===== src/rtl/apb_cmd_requester.sv =====
// Single-outstanding bridge from a valid/ready command stream to an APB requester port.
// Each command runs one APB transfer and returns exactly one response, optionally bounded by a timeout.
module apb_cmd_requester #(
  parameter int DATA_WIDTH = 32,
  parameter int ADDR_WIDTH = 32,
  parameter int TIMEOUT    = 16
) (
  input  logic                    pclk,
  input  logic                    preset_n,
  input  logic                    cmd_valid,
  output logic                    cmd_ready,
  input  logic                    cmd_write,
  input  logic [ADDR_WIDTH-1:0]   cmd_addr,
  input  logic [DATA_WIDTH-1:0]   cmd_wdata,
  input  logic [DATA_WIDTH/8-1:0] cmd_strb,
  input  logic [2:0]              cmd_prot,
  output logic                    rsp_valid,
  input  logic                    rsp_ready,
  output logic [DATA_WIDTH-1:0]   rsp_rdata,
  output logic                    rsp_err,
  output logic                    rsp_timeout,
  output logic [ADDR_WIDTH-1:0]   paddr,
  output logic [2:0]              pprot,
  output logic                    psel,
  output logic                    penable,
  output logic                    pwrite,
  output logic [DATA_WIDTH-1:0]   pwdata,
  output logic [DATA_WIDTH/8-1:0] pstrb,
  input  logic                    pready,
  input  logic [DATA_WIDTH-1:0]   prdata,
  input  logic                    pslverr
);

  localparam int CNT_WIDTH = (TIMEOUT > 1) ? $clog2(TIMEOUT) : 1;
  localparam logic [CNT_WIDTH-1:0] CNT_LAST = CNT_WIDTH'((TIMEOUT > 0) ? TIMEOUT - 1 : 0);

  typedef enum logic [1:0] {IDLE, SETUP, ACCESS, RESP} state_t;

  state_t               state, next_state;
  logic [CNT_WIDTH-1:0] wait_cnt;
  logic                 accept, done, timeout_hit;
  logic                 psel_d, penable_d, cmd_ready_d, rsp_valid_d;

  assign accept      = (state == IDLE) && cmd_valid && cmd_ready;
  assign done        = (state == ACCESS) && pready;
  assign timeout_hit = (TIMEOUT > 0) && (state == ACCESS) && !pready && (wait_cnt == CNT_LAST);

  // NOTE: sequential state uses non-blocking assignments and resets asynchronously on preset_n.
  always_ff @(posedge pclk or negedge preset_n) begin
    if (!preset_n) state <= IDLE;
    else           state <= next_state;
  end

  // NOTE: every always_comb output gets a default first so no path can infer a latch.
  always_comb begin
    next_state = state;
    unique case (state)
      IDLE:    if (accept) next_state = SETUP;
      SETUP:   next_state = ACCESS;
      ACCESS:  if (done || timeout_hit) next_state = RESP;
      RESP:    if (rsp_ready) next_state = IDLE;
      default: next_state = IDLE;
    endcase
  end

  // Control outputs are decoded from the upcoming state and registered, so none is combinational.
  always_comb begin
    psel_d      = (next_state == SETUP) || (next_state == ACCESS);
    penable_d   = (next_state == ACCESS);
    cmd_ready_d = (next_state == IDLE);
    rsp_valid_d = (next_state == RESP);
  end

  always_ff @(posedge pclk or negedge preset_n) begin
    if (!preset_n) begin
      psel      <= 1'b0;
      penable   <= 1'b0;
      cmd_ready <= 1'b0;
      rsp_valid <= 1'b0;
    end else begin
      psel      <= psel_d;
      penable   <= penable_d;
      cmd_ready <= cmd_ready_d;
      rsp_valid <= rsp_valid_d;
    end
  end

  // Transfer attributes are captured once at acceptance and held until the next command.
  always_ff @(posedge pclk or negedge preset_n) begin
    if (!preset_n) begin
      paddr  <= '0;
      pprot  <= '0;
      pwrite <= 1'b0;
      pwdata <= '0;
      pstrb  <= '0;
    end else if (accept) begin
      paddr  <= cmd_addr;
      pprot  <= cmd_prot;
      pwrite <= cmd_write;
      pwdata <= cmd_write ? cmd_wdata : '0;
      pstrb  <= cmd_write ? cmd_strb : '0;
    end
  end

  // Counts ACCESS cycles spent with pready low; restarts for every transfer.
  always_ff @(posedge pclk or negedge preset_n) begin
    if (!preset_n)                           wait_cnt <= '0;
    else if (state != ACCESS || timeout_hit) wait_cnt <= '0;
    else if (!pready)                        wait_cnt <= wait_cnt + CNT_WIDTH'(1);
  end

  always_ff @(posedge pclk or negedge preset_n) begin
    if (!preset_n) begin
      rsp_rdata   <= '0;
      rsp_err     <= 1'b0;
      rsp_timeout <= 1'b0;
    end else if (done) begin
      rsp_rdata   <= pwrite ? '0 : prdata;
      rsp_err     <= pslverr;
      rsp_timeout <= 1'b0;
    end else if (timeout_hit) begin
      rsp_rdata   <= '0;
      rsp_err     <= 1'b1;
      rsp_timeout <= 1'b1;
    end
  end

endmodule


===== config.mk =====
export PLATFORM = sky130hd
export DESIGN_NAME = apb_cmd_requester
export DESIGN_NICKNAME = d
export VERILOG_FILES = /design/src/rtl/apb_cmd_requester.sv
export SDC_FILE = /design/constraint.sdc
export NUM_CORES = 1
export LEC_CHECK = 0
export BUFFER_PORTS_ARGS = -buffer_cell sky130_fd_sc_hd__buf_4
export CAP_MARGIN = 20
export CORE_MARGIN = 4
export CORE_UTILIZATION = 40
export CTS_CLUSTER_DIAMETER = 100
export DETAILED_ROUTE_END_ITERATION = 10
export PLACE_DENSITY = 0.84
export SYNTH_ARGS = -nofsm -noshare
export SYNTH_HDL_FRONTEND = slang
export SYNTH_SLANG_ARGS = --single-unit

===== constraint.sdc =====
create_clock -name pclk -period 1.9 [get_ports pclk]
set_clock_uncertainty 0.2 [all_clocks]
set_input_delay 0.475 -clock pclk [delete_from_list [all_inputs] [get_ports pclk]]
set_output_delay 0.475 -clock pclk [all_outputs]
set_load 0.05 [all_outputs]

==> impl_results.md, run 1 <==
- Min-delay worst type: input port to flip-flop
- Layout cells sized above 1: 0.511
- Netlist Area Pre-Place: 4560 um2
- R2R setup slack: 0.11 ns
- Synthesized net count: between 400 and 500
- Footprint of the multi-input gates: 1530 um2
- WP data required: around 2.0 ns
- TritonCTS buffer count: 17
- Final period utilization: 0.940
- Number of antenna violations at the first check in global routing: 0
- Synth area leaders: dfrtp_1 64%, mux2_4 12%, a22o_1 6.1%, nand2_1 6.1%, o21ai_1 3.9%
- Outcome: completed
- Drt wl/cell: 16.2 um
- Synth top area share: 0.636
- Clock-pin slew on the worst setup and hold paths: ~0.050 ns
- Site row count: 38
- Dpl hpwl: 8540 um
- Top-count cell post-synth: dfrtp_1
- Clock Tree Buf Depth: 2
- Gr usage total: 0.183
- Critical path arrival: between 1.5 and 2 ns
- CTS Sinks: 116
- First-pass GRT wire length: 18600 um
- RSZ-0062 raised after global routing: false
- Setup violators final: 0
- Fmax achieved: 560 MHz
- Power per cell area: roughly 2000 nW/um2
- Max IR drop VDD: 1.42 mV
- Vias: 3532
- LEAKAGE: 3.73 nW
- Synthesized instance count: 350
- Register area share after synthesis: 0.636
- Worst hold path stage count: 2
- Final core utilization: 0.648
- Largest net degree at the start of global routing: 71
- Post CTS Setup Buffer Count: 0
- Drc violations: 0
- Syn Area/Cell: 13.0 um2
- Post-synth ARST share: 1.00
- Reg area: 2900 um2
- Setup CP Type: flip-flop to flip-flop
- Synth cell types: 28
- GPL Wtd Cong: between 0.8 and 0.9
- Inserted Diodes: 0
- Maxcap violations: 0
- CTS tree: yes
- Number of global-route vias before repair: 3681
- Overall Power: ~14 mW
- Post-layout min period: 1.79 ns
- CP Launch Type: flip-flop
- Clock Latency Late Sink: 0.40 ns
- Overflow after GRT: 0
- Predominant post-synthesis flop cell: dfrtp_1
- Maximum fanout along the worst path: 4
- ANT nets after route: 0
- Routed WL: approximately 12000 um
- Final nets: 690
- Post-DR vias/cell: around 4.8
- Root Driver: clkbuf_16
- Synth top cells by count: 116 x dfrtp_1, 74 x nand2_1, 36 x mux2_4, 36 x o21ai_1, 32 x a22o_1
- Worst-Margin Slew: 0.376 ns
- Die area: 13200 um2
- Die width: roughly 110 um
- DR iter-0 viols: between 200 and 250
- Max Slew Vio Count: 0
- Largest area contributor in the netlist: dfrtp_1
- R2R depth: 5
- Floorplan core area: about 11000 um2
- Iteration count of the initial detailed-routing pass: 4
- P&R area growth vs syn: 55.8%
- Initial core utilization: 0.416
- Fin. Hold Viols: 0
- Number of synthesized register bits: approximately 120
- H-Tree Level Count: 4
- Post-synth EDFFs: 0
- Worst slew margin: 0.749
- Filler cell count: 828
- Buffers added on ports: 219
- Ys Warns: 0
- I/O pins: 220
- Die height: 115 um
- Setup TNS: 0 ns
- Worst setup EP type: flip-flop
-- placed cells by master, fill, tap and decap left out, types with 2 or more instances in the layout --
cell type and n:
nand2b_1 2, bufinv_16 6, nand2_1 74, o21ai_0 2, dfrtp_1 116, clkbuf_8 5
clkbuf_16 17, a21oi_1 4, o21ai_1 36, buf_4 223, a22o_1 32, mux2_4 36
buf_12 5, inv_1 2, nor2_1 4, clkinv_2 3, ha_1 3
-- worst max-delay path, cell delays in order (launching register included) --
cell and delay (ns):
dfrtp_1 0.42, ha_2 0.23, a31oi_2 0.22, nand2b_4 0.19, o211a_1 0.18, ha_1 0.23
-- where the power goes --
| group | switching (mW) | internal [mW] |
|---|---|---|
| Sequential | 0.612 | 3.43 |
| Clock | 1.05 | 2.63 |
| Combinational | 4.40 | 2.31 |
-- logic make-up (layout without fill, tap and decap cells) --
group,Yosys count,count (layout),share of synthesized area
adder cells (fa/ha/maj),4,4,0.0110
multiplexers,37,37,0.121
AND/OR/NAND/NOR,88,88,0.0787
flip-flops,116,116,0.636
AO/OA/AOI/OAI,79,79,0.116
buffers and inverters,25,264,0.0356
XOR/XNOR,1,1,0.00192
-- path summary, 6_finish.rpt --
| check | from | endpoint |
|---|---|---|
| worst max-delay path | wait_cnt[0] | psel |
| worst min-delay path | prdata[26] | rsp_rdata[26] |
| worst max register to register | wait_cnt[0] | psel |
| worst min register to register | pwdata[28] | pwdata[28] |
| max in group asynchronous | preset_n | pstrb[2] |
| min in group asynchronous | preset_n | rsp_rdata[5] |
-- layout make-up --
cell class	instances	area share
Inverter	2	0.00106
Multi-Input combinational cell	209	0.216
Tap cell	140	0.0246
Sequential cell	116	0.408
Clock buffer	23	0.0700
Timing Repair Buffer	230	0.253
Clock inverter	9	0.0274
-- sequential cells by signal (all words and copies together) (netlist names), 2 cells and up --
name       flops
paddr         32
pwdata        32
rsp_rdata     32
pstrb          4
wait_cnt       4
pprot          3
state          2
-- timing repair --
item / 4_1_cts / 5_1_grt
endpoints found under the hold margin: 116 / 0
gates resized for setup: 0 / 3
hold buffers: 1 / 0
endpoints found under the setup margin: 0 / 33
-- through the flow --
stage                     instances  area (um2)  hold slack (ns)  setup WS, ns
after global placement          696        6390            0.268         0.128
after CTS                       729        7100           0.0670       0.00325
after global routing            729        7110           0.0670        0.0490
after detailed placement        696        6390            0.277        0.0263
final                           729        7110           0.0893         0.114
after floorplan                 350        4580          -0.0206        0.0267
-- per-layer routing --
metal	track usage	vias to the layer above	wire length, um
met5	0	-	0
met4	0.0767	0	204
met3	0.0674	16	1120
met2	0.299	159	5840
met1	0.219	1697	4620
li1	-	1660	-
(Power assumes the default switching activity.)
==> run 2: changes to the inputs <==
- ABC_AREA: unset -> 1
- PLACE_DENSITY: 0.84 -> 0.83
==> run 2 against run 1 <==
Global-route usage up 1.5 points. Core utilization down 1.1 points. Sequential share of layout area is 0.50 points higher. Total power up 8.1%. Fmax rose by 2.8%. Non-clock buffer count grew 1. Area after synthesis up 0.90%.
==> impl_results.md, run 2 <==
- Outcome: completed
- Ys Warns: 0 (unchanged)
- CP Launch Type: flip-flop
- Layout cells sized above 1: 0.365 (-0.146)
- Iteration count of the initial detailed-routing pass: 4 (unchanged)
- Worst setup EP type: primary output
- Floorplan core area: 11000 um2 (+0.43%)
- Syn Area/Cell: 9.08 um2 (-30%)
- Commonest non-fill, non-tap cell in the layout: nand2_1
- Max IR drop VDD: 1.47 mV (+3.2%)
- WP data required: 1.22 ns (-0.76 ns)
- Post CTS Setup Buffer Count: 0 (unchanged)
- ANT nets after route: 0 (unchanged)
- H-Tree Level Count: 4 (unchanged)
- Buffers added on ports: 219 (unchanged)
- Inst Count DP: 848 (+22%)
- Power per cell area: 2220 nW/um2 (+9.5%)
- Register area share after synthesis: 0.630 (-0.00570)
- Number of antenna violations at the first check in global routing: 0 (unchanged)
- Synthesized instance count: 507 (+45%)
- Critical path cell sequence: buf_4
- Final setup margin: 0.162 ns (+0.0486 ns)
- Drc violations: 0 (unchanged)
- Root Driver: clkbuf_16
- Maximum fanout along the worst path: 3 (-1)
- Gr usage total: 0.198 (+0.0148)
- Inserted Diodes: 0 (unchanged)
- Die width: 115 um (+0.42%)
- Post-DR vias/cell: 4.81 (-0.76%)
- Synthesized net count: 621 (+34%)
- Reg area: 2900 um2 (unchanged)
- Synth area leaders: dfrtp_1 63%, nand2_1 21%, nand3_1 4.1%, o21ai_0 4.1%, buf_2 2.0%
- Post-synth EDFFs: 0 (unchanged)
- Biggest regs: paddr (32), pwdata (32), rsp_rdata (32)
- Fin. Hold Viols: 0 (unchanged)
- Maxcap violations: 0 (unchanged)
- Most frequent cells in the layout: 258 x nand2_1, 227 x buf_4, 116 x dfrtp_1
- Worst-Margin Slew: 0.376 ns (-0.000376 ns)
- Overall Power: 15.6 mW (+8.1%)
- CTS Sinks: 116 (unchanged)
- GPL Wtd Cong: 0.799 (-3.3%)
- Post-Place Worst Slack: 0.0101 ns (-0.0162 ns)
- Final Cell Area: 7030 um2 (-1.2%)
- Min-delay worst type: input port to flip-flop
- Final core utilization: 0.637 (-0.0106)
- Filler cell count: 898 (+8.5%)
- Post-synth ARST share: 1.00 (unchanged)
- Number of global-route vias before repair: 4262 (+16%)
- LEAKAGE: 3.88 nW (+3.9%)
- Number of synthesized register bits: 116 (unchanged)
- Netlist Area Pre-Place: 4610 um2 (+0.90%)
- Clock Latency Late Sink: 0.40 ns (about the same)
- Max Slew Vio Count: 0 (unchanged)
- Initial core utilization: 0.418 (+0.00195)
- TritonCTS buffer count: 17 (unchanged)
- Critical path's slowest cell: dfrtp_1
- Largest area contributor in the netlist: dfrtp_1
- Die height: 115 um (+0.42%)
- Cell family with most CP delay: flip-flops
- Post-layout min period: 1.74 ns (-0.0486 ns)
- Buf/Inv on CP: 1 (+1)
- Predominant post-synthesis flop cell: dfrtp_1
- Final nets: 843 (+22%)
- Synth top area share: 0.630 (-0.00570)
- RSZ-0062 raised after global routing: false
- Routed WL: 12800 um (+8.9%)
- Setup TNS: 0 ns (unchanged)
- Area post-placement: 6390 um2 (about the same)
- CTS tree: yes
- Site row count: 38 (unchanged)
- Final period utilization: 0.915 (-0.0256)
- Post-route insts no fill: 880 (+21%)
- CP peak stage delay: 0.43 ns (about the same)
- Drt wl/cell: 14.6 um (-9.8%)
- Synth cell types: 20 (-29%)
- Clock Tree Buf Depth: 2 (unchanged)
- Largest net degree at the start of global routing: 67 (-5.6%)
- Setup violators final: 0 (unchanged)
- DR iter-0 viols: 212 (-5.4%)
- I/O pins: 220 (unchanged)
- Overflow after GRT: 0 (unchanged)
- P&R area growth vs syn: 52.5%
- Dpl hpwl: 9290 um (+8.7%)
- Hold slack: 0.0667 ns (-0.0225 ns)
- First-pass GRT wire length: 20700 um (+11%)
- Synth top cells by count: 258 x nand2_1, 116 x dfrtp_1, 38 x nand3_1, 38 x o21ai_0, 18 x buf_2
- Fmax achieved: 575 MHz (+2.8%)
- Vias: 4231 (+20%)
- Die area: 13300 um2 (+0.85%)
- Footprint of the multi-input gates: 1530 um2 (-0.57%)
- Setup CP Type: flip-flop to primary output
- Top-count cell post-synth: nand2_1
- Critical path arrival: 1.06 ns (-0.81 ns)
- Worst slew margin: 0.749 (about the same)
- Clock-pin slew on the worst setup and hold paths: 0.05 ns (about the same)
-- run 2: cell count changes after synthesis, sizes merged, moves of 3 or more --
| cell | before | now |
|---|---|---|
| nand2 | 74 | 258 |
| mux2 | 36 | 0 |
| a21oi | 4 | 1 |
| nand3 | 1 | 39 |
| nand4 | 0 | 4 |
| buf | 18 | 24 |
| a22o | 32 | 0 |
| nand2b | 3 | 0 |
| inv | 2 | 10 |
-- run 2: metal layers --
layer,track usage,share of wire
met1,0.238,0.40
met2,0.328,0.50
met3,0.0684,0.086
met4,0.0759,0.014
met5,0,0
-- run 2: area by class of cell --
| type | count | area share |
|---|---|---|
| multi-input combinational | 353 | 0.217 |
| sequential | 116 | 0.413 |
| clock inverter | 9 | 0.0182 |
| clock buffer | 21 | 0.0684 |
| tap | 140 | 0.0249 |
| inverter | 10 | 0.00570 |
| timing repair buffer | 231 | 0.253 |
-- run 2: power by group --
part	internal [mW]	switching (mW)
logic	2.26	5.68
clock network	2.18	1.06
registers	3.67	0.756
total	8.10	7.50
-- run 2: cells by family (layout without fill, tap and decap cells) --
| logic type | after synthesis | in the layout | share of synthesized area |
|---|---|---|---|
| AO/OA/AOI/OAI | 39 | 39 | 0.0424 |
| buffers and inverters | 39 | 271 | 0.0432 |
| flip-flops | 116 | 116 | 0.630 |
| adder cells (fa/ha/maj) | 4 | 4 | 0.0109 |
| AND/OR/NAND/NOR | 309 | 310 | 0.273 |
-- run 2: worst min-delay path: stages --
cell and delay (ns):
buf_4 0.08, nand2_1 0.04, nand2_1 0.04
-- run 2: what timing repair did --
action / 4_1_cts / 5_1_grt
resized for setup: 1 / 0
gates cloned: 0 / 1
hold endpoints to repair: 116 / 0
hold buffers: 1 / 0
endpoints found under the setup margin: 1 / 1
-- run 2: worst paths after layout --
path                             start    endpoint  slack, ns  cells after the start
setup / recovery             cmd_ready   cmd_ready       0.16                      1
hold / removal             cmd_addr[7]    paddr[7]       0.07                      3
setup reg to reg           wait_cnt[0]     rsp_err       0.22                      7
hold reg to reg              paddr[21]   paddr[21]       0.28                      2
max in group asynchronous     preset_n    paddr[4]       0.75                      3
min in group asynchronous     preset_n  pwdata[31]       0.43                      3
==> run 3: changes to the inputs <==
- PLACE_DENSITY: 0.83 -> unset
- PLACE_DENSITY_LB_ADDON: unset -> 0.15
- SLEW_MARGIN: unset -> 10
==> run 3 against run 2 <==
Flip-flop and latch count unchanged. Non-clock buffer count unchanged. Critical path depth unchanged. Sequential power decreased by 1%. Register-to-register slack about the same. Highest routed layer unchanged.
==> impl_results.md, run 3 (synthesis results as in run 2) <==
- Outcome: completed
- CP Launch Type: flip-flop
- Iteration count of the initial detailed-routing pass: 7 (+3)
- Floorplan core area: 11000 um2 (unchanged)
- Overflow after GRT: 0 (unchanged)
- Inserted Diodes: 0 (unchanged)
- Dpl hpwl: 8990 um (-3.2%)
- Critical Path Sink: cmd_ready
- Root Driver: clkbuf_16
- CP peak stage delay: 0.40 ns (-0.03 ns)
- Setup TNS: 0 ns (unchanged)
- Commonest non-fill, non-tap cell in the layout: nand2_1
- Critical path arrival: 1.04 ns (-0.02 ns)
- Vias: 4121 (-2.6%)
- Met2 wire len: 5670 um (-12%)
- Critical path cell sequence: buf_4
- Fin. Hold Viols: 0 (unchanged)
- Die height: 115 um (unchanged)
- Fmax achieved: 584 MHz (+1.6%)
- Most frequent cells in the layout: 258 x nand2_1, 224 x buf_4, 116 x dfrtp_1
- Drc violations: 0 (unchanged)
- Max Used Layer: met4
- Buffers added on ports: 219 (unchanged)
- GPL Wtd Cong: 0.762 (-4.7%)
- Maxcap violations: 0 (unchanged)
- I/O pins: 220 (unchanged)
- First-pass GRT wire length: 20100 um (-2.5%)
- Worst setup EP type: primary output
- Post-DR vias/cell: 4.69 (-2.5%)
- CTS tree: yes
- CTS Sinks: 116 (unchanged)
- Initial core utilization: 0.418 (unchanged)
- Site row count: 38 (unchanged)
- ANT nets after route: 0 (unchanged)
- P&R area growth vs syn: 51.7%
- Die width: 115 um (unchanged)
- R2R setup slack: 0.23 ns (about the same)
- Cell family with most CP delay: flip-flops
- Maximum fanout along the worst path: 2 (-1)
- M1 WL: 5180 um (+1.2%)
- Final nets: 842 (-0.12%)
- Layout cells sized above 1: 0.359 (-0.00627)
- Die area: 13300 um2 (unchanged)
- Min-delay worst type: input port to flip-flop
- Power per cell area: 2180 nW/um2 (-2.0%)
- Reg-to-Reg End: rsp_err
- RSZ-0062 raised after global routing: false
- DR iter-0 viols: 237 (+12%)
- Max IR drop VDD: 1.11 mV (-24%)
- Max Slew Vio Count: 0 (unchanged)
- CP Depth: 1 (unchanged)
- Gr usage total: 0.193 (-0.00529)
- Worst setup startpoint: cmd_ready
- Largest net degree at the start of global routing: 78 (+16%)
- Number of antenna violations at the first check in global routing: 0 (unchanged)
- Drt wl/cell: 14.1 um (-3.2%)
- Final period utilization: 0.900 (-0.0142)
- Clock-pin slew on the worst setup and hold paths: 0.05 ns (about the same)
- Footprint of the multi-input gates: 1510 um2 (-0.82%)
- Clock Latency Late Sink: 0.40 ns (about the same)
- Worst-Margin Slew: 0.364 ns (-0.0122 ns)
- Setup CP Type: flip-flop to primary output
- PostCTS Resize Cnt: 0 (-1)
- Routed wire length on met3: 1360 um (+22%)
- Worst slew margin: 0.757 (+0.00816)
- Routed WL: 12400 um (-3.3%)
- WP data required: 1.22 ns (about the same)
- LEAKAGE: 3.87 nW (-0.30%)
- Setup violators final: 0 (unchanged)
- Post-layout min period: 1.71 ns (-0.0269 ns)
- Filler cell count: 959 (+6.8%)
- Overall Power: 15.2 mW (-2.6%)
- Reg area: 2900 um2 (unchanged)
- TritonCTS buffer count: 17 (unchanged)
- R2R depth: 7 (unchanged)
- Number of global-route vias before repair: 4054 (-4.9%)
- Buf/Inv on CP: 1 (unchanged)
- H-Tree Level Count: 4 (unchanged)
- Clock Tree Buf Depth: 2 (unchanged)
- Biggest regs: paddr (32), pwdata (32), rsp_rdata (32)
- Critical path's slowest cell: dfrtp_1
- R2r startpoint: wait_cnt[0]
[run 3: cell count changes in the layout (fill, tap and decap cells not counted), sizes merged]
cell / before / now
nand4: 5 / 4
bufinv: 3 / 1
clkinv: 3 / 4
clkinvlp: 3 / 0
clkbuf: 21 / 25
[run 3: report_power, final]
| part | switching, mW | internal [mW] |
|---|---|---|
| registers | 0.704 | 3.67 |
| clock network | 1.01 | 1.91 |
| logic | 5.65 | 2.26 |
| total | 7.37 | 7.84 |
[run 3: through the flow]
stage                      util  cells  instance area (um2)  hold WS [ns]  worst slack (ns)
after global placement    0.583    848                 6430         0.203             0.212
after CTS                 0.633    879                 6990        0.0524             0.156
after detailed placement  0.583    848                 6430         0.201             0.172
after floorplan               -    507                 4610       -0.0206            0.0264
after global routing      0.633    879                 6990        0.0547            0.0957
final                     0.633    879                 6990        0.0690             0.189
[run 3: how the worst min path moves through the flow]
stage / end / startpoint / slack, ns / depth (start not counted)
finish: paddr[9] / cmd_addr[9] / 0.07 / 3
global route: paddr[13] / cmd_addr[13] / 0.05 / 3
CTS: pprot[1] / cmd_prot[1] / 0.05 / 3
detailed placement: rsp_rdata[30] / preset_n / 0.20 / 1
global placement: pwdata[31] / preset_n / 0.20 / 1
floorplan: cmd_ready / preset_n / -0.02 / 0
[run 3: routing by layer]
metal / GRT usage / vias up
li1: - / 2035
met2: 0.300 / 181
met5: 0 / -
met3: 0.0774 / 18
met1: 0.242 / 1887
met4: 0.0728 / 0
[run 3: tightest hold or removal path, cell delays in order]
cell and delay, ns:
buf_4 0.07, nand2_1 0.04, nand2_1 0.04
[run 3: final cells by class]
class | count | share of cell area
flip-flops and latches | 116 | 0.416
repair buffers | 231 | 0.259
multi-input cells | 352 | 0.217
clock buffers | 25 | 0.0709
well taps | 140 | 0.0251
clock inverters | 5 | 0.00716
inverters | 10 | 0.00537
[run 3: what timing repair did]
item	4_1_cts	5_1_grt
setup endpoints to repair	0	0
hold buffers	1	0
endpoints found under the hold margin	16	0
buffers inserted	0	0
